$ cat config.mk
export PLATFORM = sky130hd
export DESIGN_NAME = bcd_countdown_timer
export DESIGN_NICKNAME = d
export VERILOG_FILES = /design/src/rtl/bcd_countdown_timer.sv
export SDC_FILE = /design/constraint.sdc
export NUM_CORES = 1
export LEC_CHECK = 0
export CAP_MARGIN = 5
export CORE_MARGIN = 2
export CORE_UTILIZATION = 25
export DETAILED_ROUTE_END_ITERATION = 8
export MAX_ROUTING_LAYER = met4
export PLACE_DENSITY = 0.53
export SYNTH_ARGS = -nofsm -noshare
export SYNTH_HDL_FRONTEND = slang
export SYNTH_SLANG_ARGS = --single-unit
$ cat constraint.sdc
create_clock -name clk -period 20.2 [get_ports clk]
set_clock_uncertainty 0.15 [all_clocks]
set_input_delay 5.05 -clock clk [delete_from_list [all_inputs] [get_ports clk]]
set_output_delay 5.05 -clock clk [all_outputs]
set_load 0.03 [all_outputs]
$ cat src/rtl/bcd_countdown_timer.sv
// bcd_countdown_timer
// N-digit BCD countdown for the bomb-defusal game core. Loads a BCD start
// time, counts down on one-second ticks, subtracts a BCD penalty on each
// strike, and flags expiry with a one-cycle pulse plus a held zero status.
module bcd_countdown_timer #(
    parameter int DIGITS = 3
) (
    input  logic                  clk,
    input  logic                  reset,
    input  logic                  tick,
    input  logic                  arm,
    input  logic                  abort,
    input  logic                  pause,
    input  logic                  strike,
    input  logic [4*DIGITS-1:0]   load_val,
    input  logic [4*DIGITS-1:0]   penalty,
    output logic [4*DIGITS-1:0]   value,
    output logic                  running,
    output logic                  paused,
    output logic                  zero,
    output logic                  expired
);

    localparam int W = 4 * DIGITS;

    typedef enum logic [1:0] {
        IDLE    = 2'd0,
        RUN     = 2'd1,
        PAUSED  = 2'd2,
        EXPIRED = 2'd3
    } state_t;

    state_t         state;
    logic [W-1:0]   load_clean;
    logic [W-1:0]   pen_clean;
    logic [W-1:0]   sub_amount;
    logic [W-1:0]   diff;
    logic           borrow_out;
    logic           hits_zero;

    // Any BCD digit above 9 is clamped to 9 so the display never shows garbage.
    function automatic logic [W-1:0] sanitise(input logic [W-1:0] x);
        logic [W-1:0] r;
        r = x;
        for (int i = 0; i < DIGITS; i++) begin
            if (x[4*i +: 4] > 4'd9) begin
                r[4*i +: 4] = 4'd9;
            end
        end
        return r;
    endfunction

    // Ripple BCD subtract, LSD first. The tick is folded in as the initial
    // borrow, so penalty+1 never needs an extra digit of headroom. The MSB of
    // the result is the final borrow, meaning the true result went negative.
    function automatic logic [W:0] bcd_subtract(input logic [W-1:0] a,
                                                input logic [W-1:0] b,
                                                input logic         borrow_in);
        logic [W-1:0] d;
        logic         borrow;
        logic [4:0]   t;
        d      = '0;
        borrow = borrow_in;
        for (int i = 0; i < DIGITS; i++) begin
            t = {1'b0, a[4*i +: 4]} - {1'b0, b[4*i +: 4]} - {4'b0000, borrow};
            if (t[4]) begin
                d[4*i +: 4] = t[3:0] + 4'd10;
                borrow      = 1'b1;
            end else begin
                d[4*i +: 4] = t[3:0];
                borrow      = 1'b0;
            end
        end
        return {borrow, d};
    endfunction

    assign load_clean = sanitise(load_val);
    assign pen_clean  = sanitise(penalty);
    assign sub_amount = strike ? pen_clean : '0;
    assign {borrow_out, diff} = bcd_subtract(value, sub_amount, tick);
    assign hits_zero  = borrow_out || (diff == '0);

    assign running = (state == RUN);
    assign paused  = (state == PAUSED);
    assign zero    = (state == EXPIRED);

    // Main controller: state, displayed time and the expiry pulse.
    always_ff @(posedge clk) begin
        if (!reset) begin
            state   <= IDLE;
            value   <= '0;
            expired <= 1'b0;
        end else begin
            expired <= 1'b0;
            case (state)
                IDLE: begin
                    value <= load_clean;
                    if (arm) begin
                        if (load_clean != '0) begin
                            state <= RUN;
                        end else begin
                            state   <= EXPIRED;
                            expired <= 1'b1;
                        end
                    end
                end
                RUN: begin
                    if (abort) begin
                        state <= IDLE;
                    end else if (pause) begin
                        state <= PAUSED;
                    end else if (hits_zero) begin
                        value   <= '0;
                        state   <= EXPIRED;
                        expired <= 1'b1;
                    end else begin
                        value <= diff;
                    end
                end
                PAUSED: begin
                    if (abort) begin
                        state <= IDLE;
                    end else if (!pause) begin
                        state <= RUN;
                    end
                end
                EXPIRED: begin
                    if (abort) begin
                        state <= IDLE;
                        value <= '0;
                    end else if (arm) begin
                        value <= load_clean;
                        if (load_clean != '0) begin
                            state <= RUN;
                        end else begin
                            expired <= 1'b1;
                        end
                    end else begin
                        value <= '0;
                    end
                end
                default: begin
                    state <= IDLE;
                    value <= '0;
                end
            endcase
        end
    end

endmodule

Word-level counts from Yosys, hierarchy flattened
Index checks and enable logic that the tools add are counted.
{ "totals": {"reg_bits": 15, "input_bits": 31, "wordCells": 72} }
{ "op_classes": {"add_sub_neg": 9, "magnitude_cmp": 6, "eq_ne": 10, "mux": 37, "reduce_logical": 7} }
{ "ops": {"columns": ["cell", "n"], "rows": [
  ["$mux 12", 6],
  ["$mux 4", 9],
  ["$pmux 12 s3", 1],
  ["$gt 4x4->1 const B", 6],
  ["$mux 2", 10],
  ["$sub 4x4->5", 3],
  ["$sub 5x1->5", 3],
  ["$add 4x4->4 const B", 3],
  ["$logic_not 12->1", 1],
  ["$reduce_bool 12->1", 1],
  ["$mux 1", 9],
  ["$pmux 2 s4", 1],
  ["$ne 2x2->1 const B", 3],
  ["$ne 3x3->1 const B", 2],
  ["$reduce_and 5->1", 1],
  ["$eq 2x2->1 const B", 2],
  ["$ne 4x3->1 const B", 1],
  ["$ne 3x2->1 const B", 1],
  ["$pmux 1 s3", 1],
  ["$reduce_and 3->1", 1],
  ["$reduce_bool 3->1", 1],
  ["$eq 2x1->1 const B", 1],
  ["$logic_not 2->1", 1],
  ["$logic_or 1x1->1", 1]
]} }

Logic depth before layout (Yosys ltp)
Gate-level depths: netlist (run 1).
{ "logic_depth": {"ltp_word": 17, "ltp_mapped": 28, "ltp_nobuf": 28} }

Least setup slack after synthesis (run 1)
OpenSTA, ideal clock, no wires.
{ "synth_timing": {"path_kind": "input to register", "start": "in penalty[2]", "end": "reg state[1]", "setup_ns": 0.125, "t_arrival_ns": 10.348, "t_required_ns": 19.925, "slack_ns": 9.577, "path_stages": 28, "cell_sequence": "o21a_1 > o21ai_0 > fa_1 > inv_1 > fa_1 > and3b_1 > o22ai_2 > xnor2_1 > ha_1 > inv_1 > ha_1 > nor2_1 > fa_1 > and3b_1 > o22ai_1 > xnor2_1 > ha_1 > a21o_1 > inv_1 > fa_1 > xnor2_1 > ha_1 > or3b_2 > a31o_2 > o211ai_1 > nor4_1 > nand4_1 > o31ai_2"} }
{ "synth_via": {"elab_chain_cells": 15, "word_cells_on_any_way": 20, "classes_between": "add/sub: 7; order compare: 1; eq/ne: 1; mux: 8; reduce/logical: 3"} }
{ "synth_lines": {"columns": ["element", "line_no", "rtl"], "rows": [
  ["start: declaration", "16", "input logic [4*DIGITS-1:0] penalty,"],
  ["$gt 4x4->1", "46", "if (x[4*i +: 4] > 4'd9) begin"],
  ["$mux 4 (*)", "46", null],
  ["$mux 12 (*)", "79", "assign sub_amount = strike ? pen_clean : '0;"],
  ["$sub 4x4->5 (*)", "65", "t = {1'b0, a[4*i +: 4]} - {1'b0, b[4*i +: 4]} - {4'b0000, borrow};"],
  ["$sub 5x1->5 (*)", "65", null],
  ["$mux 1", "66", "if (t[4]) begin"],
  ["$sub 5x1->5", "65", null],
  ["$mux 1", "66", null],
  ["$sub 5x1->5", "65", null],
  ["$add 4x4->4", "67", "d[4*i +: 4] = t[3:0] + 4'd10;"],
  ["$mux 4", "66", null],
  ["$logic_not 12->1", "81", "assign hits_zero = borrow_out || (diff == '0);"],
  ["$logic_or 1x1->1 (*)", "81", null],
  ["$ne 4x3->1 (no source line) (*)", null, null],
  ["$reduce_and 5->1 (no source line) (*)", null, null],
  ["end signal: assignment", "90", "state <= IDLE;"],
  ["end signal: assignment", "100", "state <= RUN;"],
  ["end signal: assignment", "102", "state <= EXPIRED;"],
  ["end: declaration", "33", "state_t state;"]
]} }
Every way passes the cells marked *; elsewhere a longest branch is shown, timed or not.
A chain may end at the register's enable or synchronous reset.

Worst setup path in the final report (run 1)
Same ends and word-level chain as after synthesis.

==> results.json, run 1 <==
{
  "ctsResizeCount": 0,
  "synth_edf_count": 0,
  "p_per_area_nw_per_um2": 81.5,
  "critPathArrivalTime_ps": 11240,
  "num_antenna_cells": 0,
  "first_pass_iters": 4,
  "async_flop_share_pct": 0,
  "relSlewSlack_pct": 19.6,
  "finalSetupViolations": 0,
  "antenna_left": 0,
  "synth-seq-area-share_pct": 15.7,
  "setup_tns_ps": 0,
  "status": "finished, final reports clean",
  "post-synth-top-count-cell": "inv_1",
  "groute.usage.overall_pct": 12.6,
  "ios": 47,
  "insertion_delay_ps": 250,
  "ys_ff_latch": 15,
  "layout.nets": 344,
  "num_rows": 31,
  "rsz0062_at_grt": "no",
  "drtIter0Drc": 73,
  "start_util_pct": 26.1,
  "port_buffers": 46,
  "gp_congestion": 0.868,
  "report.final.slew_viol_count": 0,
  "area_growth_pct": 30.8,
  "grt_pass1_wl_um": 8460,
  "fin_util_pct": 34.2,
  "cpPeakStageDelay_ps": 460,
  "slowest_stage": "fa_1",
  "finalHoldViolations": 0,
  "yosysTopAreaCell": "dfxtp_1",
  "worstPathRequired_ps": 20220,
  "cts_htree_levels": 1,
  "drc_errors": 0,
  "yosys-top-cells-area": "dfxtp_1 (16%), ha_1 (15%), inv_1 (6.7%), xnor2_1 (5.0%), nor2_1 (4.3%)",
  "vias": 1828,
  "yosysWarnings": 0,
  "netlist_top_cells_count": "inv_1 (34), ha_1 (23), nor2_1 (22), dfxtp_1 (15), o21ai_0 (15)",
  "ctsRootBufferMaster": "clkbuf_8",
  "grt_pass1_vias": 1751,
  "synthFlopType": "dfxtp_1",
  "antenna_found_initial": 0,
  "drt-total-wl_um": 5060,
  "p_leak_nw": 1.02,
  "dieHeight_um": 91.5,
  "drive_above_1_share_pct": 6.67,
  "synth_top_area_share_pct": 15.7,
  "finalCritPeriodShare_pct": 55.5,
  "avgSynthCellArea_um2": 7.91,
  "hold_path_class": "reg -> reg",
  "postCtsSetupRepairBufs": 0,
  "syn_inst": 242,
  "irDropWorstVdd_mv": 0.0267,
  "grt-ovfl-total": 0,
  "synth_area_um2": 1910,
  "viasPerCell": 4.76,
  "critPathCaptureType": "flip-flop",
  "maxCapViolations": 0,
  "holdBufCountCts": 0,
  "cts_buffers": 3,
  "synth_nets": 300,
  "hpwl_um": 4150,
  "synth_cell_types": 54,
  "start_kind": "input pin",
  "max_freq_mhz": 89.1,
  "grt_max_degree": 29,
  "cts_buffer_depth": 2,
  "cts.clk_slew.worst_paths_ps": 60,
  "critPathMaxFanout": 7,
  "fp.dieW_um": 91.5,
  "period_needed_ps": 11220,
  "timing_worst_setup_path_type": "in -> reg",
  "wl_per_cell_um": 13.2,
  "worst_pin_slew_ps": 1190,
  "die_area_um2": 8370,
  "clock-sinks": 15,
  "coreArea_um2": 7330,
  "cts_tree": "done"
}
report_power, final:
group          switching [W]  leakage [nW]  total (W)  internal (W)
Clock              0.0000113        0.0228  0.0000253     0.0000140
Combinational      0.0000755         0.878   0.000141     0.0000654
Sequential        0.00000436         0.124  0.0000378     0.0000335
metal layers:
metal	vias to the layer above	track usage [%]	wire, um
met3	6	1.16	150
met1	832	17.7	2570
met4	0	2.65	40
met5	-	-	0
li1	947	-	-
met2	43	19.8	2300
cell type report:
type / instances / area [um2]
Inverter: 34 / 128
Tap cell: 99 / 124
Sequential cell: 15 / 300
Fill cell: 780 / 4830
Timing Repair Buffer: 46 / 460
Clock buffer: 4 / 45.0
Multi-Input combinational cell: 186 / 1450
state kept, by name, indices dropped and copies added, names as in the netlist:
| signal | flops |
|---|---|
| state | 2 |
| value | 12 |
| expired | 1 |
worst max-delay path: cells and delay by family:
family | cells | cell delay, ps
compound gates | 8 | 1560
xor+xnor | 3 | 470
fa+ha+maj | 8 | 2370
buf+inv | 4 | 590
simple gates | 6 | 1170
logic make-up (layout without fill, tap and decap cells):
kind of cell    after synthesis  count (layout)  share of synthesized area, %
simple gates                 76              76                          21.9
compound gates               63              63                          24.8
buf+inv                      41              84                          8.89
fa+ha+maj                    28              28                          19.7
xor+xnor                     17              17                          7.78
flops                        15              15                          15.7
mux                           2               2                          1.18
path summary, 6_finish.rpt:
path,end,depth (start not counted),slack (ps),startpoint
worst max-delay path,state[1]$_SDFFE_PN0P_,29,8980,penalty[2]
worst min-delay path,value[11]$_SDFFE_PN0P_,2,370,value[11]$_SDFFE_PN0P_
worst max register to register,state[1]$_SDFFE_PN0P_,26,14210,value[0]$_SDFFE_PN0P_
worst min register to register,value[11]$_SDFFE_PN0P_,2,370,value[11]$_SDFFE_PN0P_
layout by cell type, fill, tap and decap left out, types with 3 or more instances in the layout:
master,synthesis,layout
nor3_1,3,3
a22oi_1,3,3
xor2_1,6,6
clkbuf_8,0,3
ha_1,23,23
nor2_1,22,22
xnor2_1,11,11
a21boi_0,3,3
nand3b_1,4,4
nor4_1,3,3
o21ai_0,15,15
o21a_1,4,4
a21oi_1,8,7
or2_2,3,3
clkdlybuf4s50_1,0,46
fa_1,4,4
dfxtp_1,15,15
nand3_1,8,8
and3b_1,7,7
and2_1,5,5
inv_1,34,34
nor2b_1,4,4
a211oi_1,4,4
nand2_1,9,9
through the flow:
stage,instances,power (W),area [um2],hold slack (ps),setup WS (ps)
after detailed placement,380,0.000179,2460,373,8690
after CTS,384,0.000206,2500,384,8910
final,384,0.000204,2500,374,8980
after floorplan,242,0.000143,1910,425,9580
after global placement,380,0.000180,2460,363,8850
after global routing,384,0.000224,2500,401,8440
(Power assumes the default switching activity.)
==> run 2, diff against run 1 <==
==> constraint.sdc (replaced) <==
create_clock -name clk -period 10.4 [get_ports clk]
set_clock_uncertainty 0.15 [all_clocks]
set_input_delay 2.6 -clock clk [delete_from_list [all_inputs] [get_ports clk]]
set_output_delay 2.6 -clock clk [all_outputs]
set_load 0.03 [all_outputs]
==> run 2 against run 1 <==
Against the previous run: worst setup slack worse by 7400 ps; critical path depth stayed put; final area hardly changed; global-route usage is 0.37 points lower; hold slack better by 0.87 ps; non-clock buffer count stayed put; clock-buffer cell count is 1 lower; final cell count stayed put; sequential share of layout area hardly changed; combinational power is 94% higher; sequential power is 95% higher; register-to-register slack worse by 9800 ps; largest cell class unchanged; highest routed layer unchanged.
==> results.json, run 2 (synthesized netlist as in run 1, its figures left out) <==
{
  "groute.usage.overall_pct": 12.3,
  "viasPerCell": 4.66,
  "regMostFlops": "value",
  "hold_depth": 2,
  "rr_worst_depth": 26,
  "wl_per_cell_um": 13.0,
  "holdPathEnd": "value[11]$_SDFFE_PN0P_",
  "cts_buffer_depth": 2,
  "hold_path_class": "reg -> reg",
  "layout_commonest_cell": "clkdlybuf4s50_1",
  "cts.clk_slew.worst_paths_ps": 70,
  "layout.nets": 344,
  "vias": 1789,
  "maxCapViolations": 0,
  "slowest_stage": "fa_1",
  "grt_pass1_vias": 1732,
  "num_antenna_cells": 0,
  "period_needed_ps": 8780,
  "drt-total-wl_um": 4990,
  "num_rows": 31,
  "die_area_um2": 8370,
  "fp.dieW_um": 91.5,
  "area_growth_pct": 30.9,
  "drtIter0Drc": 50,
  "grt_max_degree": 29,
  "start_util_pct": 26.1,
  "clkPwrFrac_pct": 12.3,
  "first_pass_iters": 4,
  "drc_errors": 0,
  "worstPathRequired_ps": 10420,
  "rsz0062_at_grt": "no",
  "cts_tree": "done",
  "p_int_w": 0.000218,
  "irDropWorstVdd_mv": 0.0674,
  "gp_congestion": 0.868,
  "coreArea_um2": 7330,
  "finalSetupViolations": 0,
  "fin_ws_ps": 1620,
  "mostFrequentLayoutCells": "clkdlybuf4s50_1 (46), inv_1 (34), ha_1 (23)",
  "reg2reg_from": "value[0]$_SDFFE_PN0P_",
  "min_from": "value[11]$_SDFFE_PN0P_",
  "antenna_left": 0,
  "power_frac_comb_pct": 69.1,
  "status": "finished, final reports clean",
  "clock-sinks": 15,
  "cts_buffers": 3,
  "critPathCaptureType": "flip-flop",
  "p_leak_nw": 1.03,
  "critPathArrivalTime_ps": 8800,
  "ctsRootBufferMaster": "clkbuf_8",
  "hpwl_um": 4110,
  "antenna_found_initial": 0,
  "cp.buffers_inverters": 4,
  "switching_share_pct": 44.9,
  "p_per_area_nw_per_um2": 158,
  "finalCritPeriodShare_pct": 84.5,
  "start_kind": "input pin",
  "dieHeight_um": 91.5,
  "port_buffers": 46,
  "cts_htree_levels": 1,
  "report.final.slew_viol_count": 0,
  "timing_worst_setup_path_type": "in -> reg",
  "holdBufCountCts": 0,
  "largest_reg_flops": 12,
  "setup_tns_ps": 0,
  "rr_endpoint": "state[1]$_SDFFE_PN0P_",
  "insertion_delay_ps": 250,
  "ctsResizeCount": 0,
  "worst_pin_slew_ps": 1200,
  "postCtsSetupRepairBufs": 0,
  "p_sw_w": 0.000177,
  "relSlewSlack_pct": 19.0,
  "max_freq_mhz": 114,
  "grt-ovfl-total": 0,
  "reg2reg_slack_ps": 4380,
  "drive_above_1_share_pct": 7.02,
  "grt_pass1_wl_um": 8260,
  "seq_power_share_pct": 18.6,
  "critical_path.top_delay_family": "adder cells",
  "critPathMaxFanout": 7,
  "finalHoldViolations": 0,
  "cpPeakStageDelay_ps": 460,
  "top_regs": "value (12), state (2), expired (1)",
  "preCtsSetupSlack_ps": 1310,
  "ios": 47
}
==> run 2: cell types whose count changed in the layout (fill, tap and decap cells not counted), sizes merged <==
| cell | before | now |
|---|---|---|
| clkbuf | 4 | 3 |
| clkinv | 0 | 1 |
==> run 2: stage by stage <==
step	instance area (um2)	total power, W	util [%]	std cells	hold slack, ps
6_report	2510	0.000396	34.2	384	375
4_1_cts	2510	0.000400	34.2	384	385
5_1_grt	2510	0.000433	34.2	384	402
3_3_place_gp	2460	0.000349	33.6	380	363
2_1_floorplan	1910	0.000277	-	242	425
3_5_place_dp	2460	0.000347	33.6	380	372
==> run 2: power groups by stage <==
stage                     registers [W]  clock network (W)  logic (W)
after global placement        0.0000752                  0   0.000274
after CTS                     0.0000740          0.0000502   0.000276
after floorplan               0.0000860                  0   0.000191
after detailed placement      0.0000753                  0   0.000272
final                         0.0000737          0.0000486   0.000273
after global routing          0.0000753          0.0000531   0.000305
==> run 2: metal layers <==
metal | vias to the layer above | part of all wire (%) | wire length [um] | track usage (%)
met5 | - | 0 | 0 | -
met4 | 0 | 0.38 | 19 | 2.27
met3 | 2 | 3.7 | 184 | 0.913
met2 | 46 | 46 | 2310 | 19.7
met1 | 799 | 50 | 2480 | 17.0
li1 | 942 | - | - | -
==> run 2: worst reg2reg max path: stages (launching register included) <==
cell and delay [ps]:
dfxtp_1 390, fa_1 220, inv_1 60, fa_1 410
and3b_1 210, o22ai_2 320, xnor2_1 160, ha_1 260
inv_1 60, ha_1 140, nor2_1 50, fa_1 400
and3b_1 220, o22ai_1 240, xnor2_1 150, ha_1 160
a21o_1 100, inv_1 50, fa_1 460, xnor2_1 170
ha_1 300, or3b_2 200, a31o_2 140, o211ai_1 110
nor4_1 340, nand4_1 200, o31ai_2 270
==> run 2: worst max-delay path by stage <==
stage,end,cells after the start,from
after global routing,expired$_SDFF_PN0_,28,strike
after CTS,expired$_SDFF_PN0_,29,penalty[2]
after detailed placement,expired$_SDFF_PN0_,29,penalty[2]
after global placement,expired$_SDFF_PN0_,29,penalty[2]
after floorplan,state[1]$_SDFFE_PN0P_,28,penalty[2]
final,state[1]$_SDFFE_PN0P_,29,penalty[2]
==> run 2: cell type report <==
cell class | count | area, um2
clock inverters | 1 | 5.00
repair buffers | 46 | 460
inverters | 34 | 128
multi-input cells | 186 | 1450
flip-flops and latches | 15 | 300
clock buffers | 3 | 41.3
well taps | 99 | 124
fillers | 782 | 4820
